**src/rtl/cpu_ctrl_pkg.sv**
```systemverilog
// Shared definitions for the hardwired control unit: step states, opcode
// values, IR field positions and op-class helpers.
package cpu_ctrl_pkg;

    typedef enum logic [3:0] {
        ST_RST,
        ST_IDLE,
        ST_T0,
        ST_T1,
        ST_T2,
        ST_T3,
        ST_T4,
        ST_T5,
        ST_T6,
        ST_HALT
    } state_t;

    localparam logic [4:0] OP_ADD  = 5'b00011;
    localparam logic [4:0] OP_SUB  = 5'b00100;
    localparam logic [4:0] OP_SHR  = 5'b00101;
    localparam logic [4:0] OP_SHL  = 5'b00110;
    localparam logic [4:0] OP_ROR  = 5'b00111;
    localparam logic [4:0] OP_ROL  = 5'b01000;
    localparam logic [4:0] OP_AND  = 5'b01001;
    localparam logic [4:0] OP_OR   = 5'b01010;
    localparam logic [4:0] OP_MUL  = 5'b01110;
    localparam logic [4:0] OP_DIV  = 5'b01111;
    localparam logic [4:0] OP_NEG  = 5'b10000;
    localparam logic [4:0] OP_NOT  = 5'b10001;
    localparam logic [4:0] OP_HALT = 5'b11011;

    localparam int OPC_MSB = 31;
    localparam int OPC_LSB = 27;
    localparam int RA_MSB  = 26;
    localparam int RA_LSB  = 23;
    localparam int RB_MSB  = 22;
    localparam int RB_LSB  = 19;
    localparam int RC_MSB  = 18;
    localparam int RC_LSB  = 15;

    function automatic logic is_binary(input logic [4:0] op);
        case (op)
            OP_ADD, OP_SUB, OP_SHR, OP_SHL, OP_ROR,
            OP_ROL, OP_AND, OP_OR, OP_MUL, OP_DIV: return 1'b1;
            default:                               return 1'b0;
        endcase
    endfunction

    function automatic logic is_unary(input logic [4:0] op);
        return (op == OP_NEG) || (op == OP_NOT);
    endfunction

    function automatic logic is_muldiv(input logic [4:0] op);
        return (op == OP_MUL) || (op == OP_DIV);
    endfunction

endpackage

```
**src/rtl/control_sequencer_reg_select_decoder.sv**
```systemverilog
// 4-to-NREGS one-hot register select; all zero when disabled.
module reg_select_decoder #(
    parameter int NREGS = 16
) (
    input  logic [3:0]       idx,
    input  logic             en,
    output logic [NREGS-1:0] onehot
);

    for (genvar g = 0; g < NREGS; g++) begin : g_bit
        assign onehot[g] = en && (idx == 4'(g));
    end

endmodule

```
**src/rtl/control_sequencer.sv**
```systemverilog
// Hardwired fetch/execute step sequencer for the single-bus datapath;
// strobes are a combinational decode of the step state and IR.
module control_sequencer
    import cpu_ctrl_pkg::*;
#(
    parameter int NREGS = 16
) (
    input  logic             Clock,
    input  logic             clear,
    input  logic             run,
    input  logic             mem_ready,
    input  logic [31:0]      IR,
    output logic [NREGS-1:0] Rin,
    output logic [NREGS-1:0] Rout,
    output logic             PCout,
    output logic             PCin,
    output logic             IncPC,
    output logic             MARin,
    output logic             MDRin,
    output logic             MDRout,
    output logic             Read,
    output logic             IRin,
    output logic             Yin,
    output logic             Zin,
    output logic             Zlowout,
    output logic             Zhighout,
    output logic             HIin,
    output logic             LOin,
    output logic [4:0]       opcode,
    output logic             halted,
    output logic             illegal_op
);

    state_t     state_q, state_d;
    logic       t1_stall_q;
    logic [4:0] ir_op;
    logic [3:0] ra, rb, rc;
    logic       op_bin, op_un, op_md, op_halt;
    logic       rin_en, rout_en;
    logic [3:0] rin_idx, rout_idx;
    state_t     after_exec;
    logic       unused_ir;

    assign ir_op     = IR[OPC_MSB:OPC_LSB];
    assign ra        = IR[RA_MSB:RA_LSB];
    assign rb        = IR[RB_MSB:RB_LSB];
    assign rc        = IR[RC_MSB:RC_LSB];
    assign unused_ir = ^IR[RC_LSB-1:0];

    assign op_bin  = is_binary(ir_op);
    assign op_un   = is_unary(ir_op);
    assign op_md   = is_muldiv(ir_op);
    assign op_halt = (ir_op == OP_HALT);

    // run only matters on the way into T0
    assign after_exec = run ? ST_T0 : ST_IDLE;

    always_ff @(posedge Clock or negedge clear) begin
        if (!clear) begin
            state_q    <= ST_RST;
            t1_stall_q <= 1'b0;
        end else begin
            state_q    <= state_d;
            t1_stall_q <= (state_q == ST_T1) && !mem_ready;
        end
    end

    always_comb begin
        state_d = state_q;
        case (state_q)
            ST_RST:  state_d = after_exec;
            ST_IDLE: if (run) state_d = ST_T0;
            ST_T0:   state_d = ST_T1;
            ST_T1:   if (mem_ready) state_d = ST_T2;
            ST_T2:   state_d = ST_T3;
            ST_T3: begin
                if (op_halt)              state_d = ST_HALT;
                else if (op_bin || op_un) state_d = ST_T4;
                else                      state_d = after_exec;
            end
            ST_T4:   state_d = ST_T5;
            ST_T5:   state_d = op_md ? ST_T6 : after_exec;
            ST_T6:   state_d = after_exec;
            ST_HALT: state_d = ST_HALT;
            default: state_d = ST_RST;
        endcase
    end

    always_comb begin
        PCout      = 1'b0;
        PCin       = 1'b0;
        IncPC      = 1'b0;
        MARin      = 1'b0;
        MDRin      = 1'b0;
        MDRout     = 1'b0;
        Read       = 1'b0;
        IRin       = 1'b0;
        Yin        = 1'b0;
        Zin        = 1'b0;
        Zlowout    = 1'b0;
        Zhighout   = 1'b0;
        HIin       = 1'b0;
        LOin       = 1'b0;
        opcode     = 5'b00000;
        illegal_op = 1'b0;
        rin_en     = 1'b0;
        rin_idx    = ra;
        rout_en    = 1'b0;
        rout_idx   = rb;
        case (state_q)
            ST_T0: begin
                PCout = 1'b1;
                MARin = 1'b1;
                IncPC = 1'b1;
                Zin   = 1'b1;
            end
            ST_T1: begin
                // PC reload happens once; a memory stall only holds the read
                Zlowout = 1'b1;
                PCin    = !t1_stall_q;
                Read    = 1'b1;
                MDRin   = 1'b1;
            end
            ST_T2: begin
                MDRout = 1'b1;
                IRin   = 1'b1;
            end
            ST_T3: begin
                if (op_bin) begin
                    rout_en = 1'b1;
                    Yin     = 1'b1;
                end else if (!op_un && !op_halt) begin
                    illegal_op = 1'b1;
                end
            end
            ST_T4: begin
                Zin      = 1'b1;
                opcode   = ir_op;
                rout_en  = op_bin || op_un;
                rout_idx = op_bin ? rc : rb;
            end
            ST_T5: begin
                Zlowout = 1'b1;
                LOin    = op_md;
                rin_en  = !op_md;
            end
            ST_T6: begin
                Zhighout = 1'b1;
                HIin     = 1'b1;
            end
            default: ;
        endcase
    end

    assign halted = (state_q == ST_HALT);

    reg_select_decoder #(.NREGS(NREGS)) u_rin_dec (
        .idx    (rin_idx),
        .en     (rin_en),
        .onehot (Rin)
    );

    reg_select_decoder #(.NREGS(NREGS)) u_rout_dec (
        .idx    (rout_idx),
        .en     (rout_en),
        .onehot (Rout)
    );

endmodule

```
**config.mk**
```make
export PLATFORM = sky130hd
export DESIGN_NAME = control_sequencer
export DESIGN_NICKNAME = d
export VERILOG_FILES = /design/src/rtl/cpu_ctrl_pkg.sv /design/src/rtl/control_sequencer_reg_select_decoder.sv /design/src/rtl/control_sequencer.sv
export SDC_FILE = /design/constraint.sdc
export NUM_CORES = 1
export LEC_CHECK = 0
export ABC_AREA = 1
export ABC_CLOCK_PERIOD_IN_PS = 1500
export CAP_MARGIN = 5
export CELL_PAD_IN_SITES_DETAIL_PLACEMENT = 1
export CELL_PAD_IN_SITES_GLOBAL_PLACEMENT = 1
export CORE_ASPECT_RATIO = 2
export CORE_MARGIN = 4
export CORE_UTILIZATION = 16
export DETAILED_ROUTE_END_ITERATION = 7
export MAX_ROUTING_LAYER = met4
export PLACE_DENSITY_LB_ADDON = 0.1
export SYNTH_ARGS = -nofsm -noshare
export SYNTH_HDL_FRONTEND = slang
export SYNTH_SLANG_ARGS = --single-unit
```
**constraint.sdc**
```tcl
create_clock -name Clock -period 1.5 [get_ports Clock]
set_clock_uncertainty 0.2 [all_clocks]
set_input_delay 0.15 -clock Clock [delete_from_list [all_inputs] [get_ports Clock]]
set_output_delay 0.15 -clock Clock [all_outputs]
set_load 0.01 [all_outputs]
```
==> flow_summary.json <==
{
  "io_buffer_count": 73,
  "critical_path.max_stage_delay_ps": 400,
  "cts_tree": "done",
  "wire_length_of_the_first_global_routing_pass_um": 7990,
  "timing.critical_path.arrival_ps": 1790,
  "ioPinCount": 89,
  "post_synth_num_cell_types": 21,
  "ctsLongestPathBuffers": 2,
  "syn_area_per_cell_um2": 5.24,
  "synth_top_family_by_area": "simple AND/OR/NAND/NOR gates",
  "reg2reg_depth": 11,
  "start_kind": "flop",
  "min_delay_path_depth": 4,
  "drt_iter0_markers": 37,
  "final-seq-area_um2": 125,
  "synth_mux_area_share_pct": 0,
  "detailroute.via_count": 1613,
  "grt_pass1_vias": 1730,
  "worst-setup-path-type": "reg -> out",
  "yosys_warnings": 0,
  "max_freq_mhz": 467,
  "setup.worst_path.end_class": "output port",
  "fin_setup_tns_ps": -24600,
  "synth-xor-area-share_pct": 0,
  "cts.htree.levels": 1,
  "sequence_of_cells_on_the_critical_path": "inv_2, nand2_4, buf_12, nor3_4, nand3_2, nand2_4, nand3_2, nor2_2, buf_2",
  "worst_path_dominant_cell_family": "simple AND/OR/NAND/NOR gates",
  "placement_rows": 38,
  "power.leakage_nw": 1.28,
  "report.final.slew_viol_count": 0,
  "worst-path-stages": 9,
  "dieHeight_um": 115,
  "grt_start_max_net_pins": 10,
  "rsz0062_at_grt": "true",
  "post-route-min-period_ps": 2140,
  "clock_tree.root_cell": "clkbuf_8",
  "mappedNetlistNets": 212,
  "power.density_cell_area_nw_per_um2": 1110,
  "required_ps": 1150,
  "postSynth.topFlopCell": "dfrtp_1",
  "wl_per_cell_um": 14.3,
  "post-route-drc-count": 0,
  "crit_buf_inv": 3,
  "area_of_the_multi_input_gates_um2": 1040,
  "design.die.area_um2": 7120,
  "worst_max_slew_pin_slew_ps": 260,
  "crit_fanout": 5,
  "syn_to_final_growth_pct": 168,
  "antenna_left": 0,
  "antenna-diode-count": 0,
  "synth.cell_area_um2": 922,
  "synth_async_sr_flop_share_pct": 100,
  "total_power_mw": 2.76,
  "nets": 345,
  "place.detailed.instances": 337,
  "grt_use_total_pct": 15.2,
  "drt_pass1_iterations": 4,
  "yosys.cell_count.top_type": "nor2_1",
  "violations": "setup timing",
  "gp_congestion": 0.831,
  "hold_slack_ps": 361,
  "cts_bufs_inserted": 3,
  "status": "complete, but fails checks",
  "synth-simple-area-share_pct": 66.1,
  "final-hold-violation-count": 0,
  "netlist_top_cells_count": "nor2_1, nand2_1, inv_1",
  "grt_antenna_before_repair": 0,
  "timing.final.ws_setup_ps": -640,
  "final_cell_count_no_fill": 368,
  "overflow": 0,
  "vdd.ir_drop.worst_mv": 1.25,
  "netlist_top_cells_area": "nor2_1, nand2_1, dfrtp_1",
  "cts_sinks": 5,
  "post_route_cells_drive_above_1_share_pct": 69.5,
  "ys_seq_elements": 5,
  "sequential_to_total_area_share_from_yosys_stat_pct": 13.6,
  "worst_hold_check_path_type": "in -> reg",
  "synth-edff-count": 0,
  "dp_worst_setup_slack_ps": -1210,
  "routed_wl_um": 5250,
  "finalCoreUtilization_pct": 44.9,
  "setup-violations-final": 58,
  "initial_core_util_pct": 16.7,
  "dpl_cell_area_um2": 1940,
  "synth-adder-area-share_pct": 0,
  "worst_path_max_delay_cell": "dfrtp_1",
  "route.detailed.vias_per_inst": 4.38,
  "final.period_utilization_pct": 143,
  "synthesized_instance_count": 176,
  "post-synth-top-area-cell": "nor2_1",
  "netlist.area_leader.share_pct": 21.2,
  "worst_setup_hold_path_clk_slew_ps": 40,
  "max_slew_margin_pct": 82.6,
  "dp_hpwl_um": 4010,
  "nFillCells": 707,
  "cap_viol_max_count": 0,
  "synth-compound-area-share_pct": 4.07,
  "clkLatencyLatePin_ps": 220,
  "core_outline_area_um2": 5520,
  "final_design_area_excluding_fillers_um2": 2470,
  "die_x_um": 61.7
}
area by class of cell:
cell class                 instances  share of cell area [%]
timing repair buffer             132                    42.9
sequential                         5                    5.06
multi-input combinational        137                    42.2
tap                               60                    3.03
clock buffer                       4                    1.82
inverter                          30                    4.96
cells by family (layout without fill, tap and decap cells):
kind of cell | count (synthesis) | count (layout)
AND/OR/NAND/NOR | 131 | 131
AO/OA/AOI/OAI | 5 | 6
buffers and inverters | 35 | 166
flip-flops | 5 | 5
routing by layer:
metal | global-route usage, % | wire, um | share of wire [%]
met1 | 13.1 | 1570 | 30
met2 | 31.6 | 3380 | 64
met3 | 0.787 | 166 | 3.2
met4 | 4.39 | 121 | 2.3
met5 | - | 0 | 0
power by group:
group,internal (mW),leakage (nW),switching (mW)
clock network,0.183,0.0228,0.0691
registers,0.185,0.0642,0.0411
logic,1.18,1.19,1.10
total,1.55,1.28,1.21
layout by cell type, fill, tap and decap left out, drive strengths merged, types with 2 or more instances in the layout:
master / instances
buf: 111
nor2: 55
nand2: 47
inv: 30
nand3: 17
clkdlybuf4s50: 15
nand4: 8
dfrtp: 5
a21oi: 4
clkbuf: 4
nor3: 3
dlygate4sd2: 3
clkdlybuf4s15: 2
registers in the layout, indices dropped and copies added, names as in the netlist:
register / cells
state_q: 4
t1_stall_q: 1
path summary, 6_finish.rpt:
| check | start | endpoint | slack [ps] |
|---|---|---|---|
| worst min register to register | state_q[0] | state_q[3] | 620 |
| min in group asynchronous | clear | state_q[0] | 500 |
| max in group asynchronous | clear | state_q[3] | 420 |
| worst min-delay path | IR[31] | state_q[3] | 360 |
| worst max register to register | state_q[2] | state_q[0] | -350 |
| worst max-delay path | state_q[3] | Rout[14] | -640 |
worst register-to-register path, stage by stage, from the launching register on:
cell,delay [ps]
dfrtp_1,400
buf_4,150
buf_6,110
buf_8,130
nand3_4,70
nor2_4,50
buf_4,130
buf_4,130
nor2_4,80
nand3_2,80
a21oi_2,110
nand3_1,90
repair_timing:
action,CTS,global route
hold endpoints to repair,5,0
pin swaps,31,23
setup buffers,28,8
resized for setup,301,63
cloned,1,0
hold buffers,1,0
endpoints found under the setup margin,58,58
No activity file was read; power rests on OpenSTA's default activity.
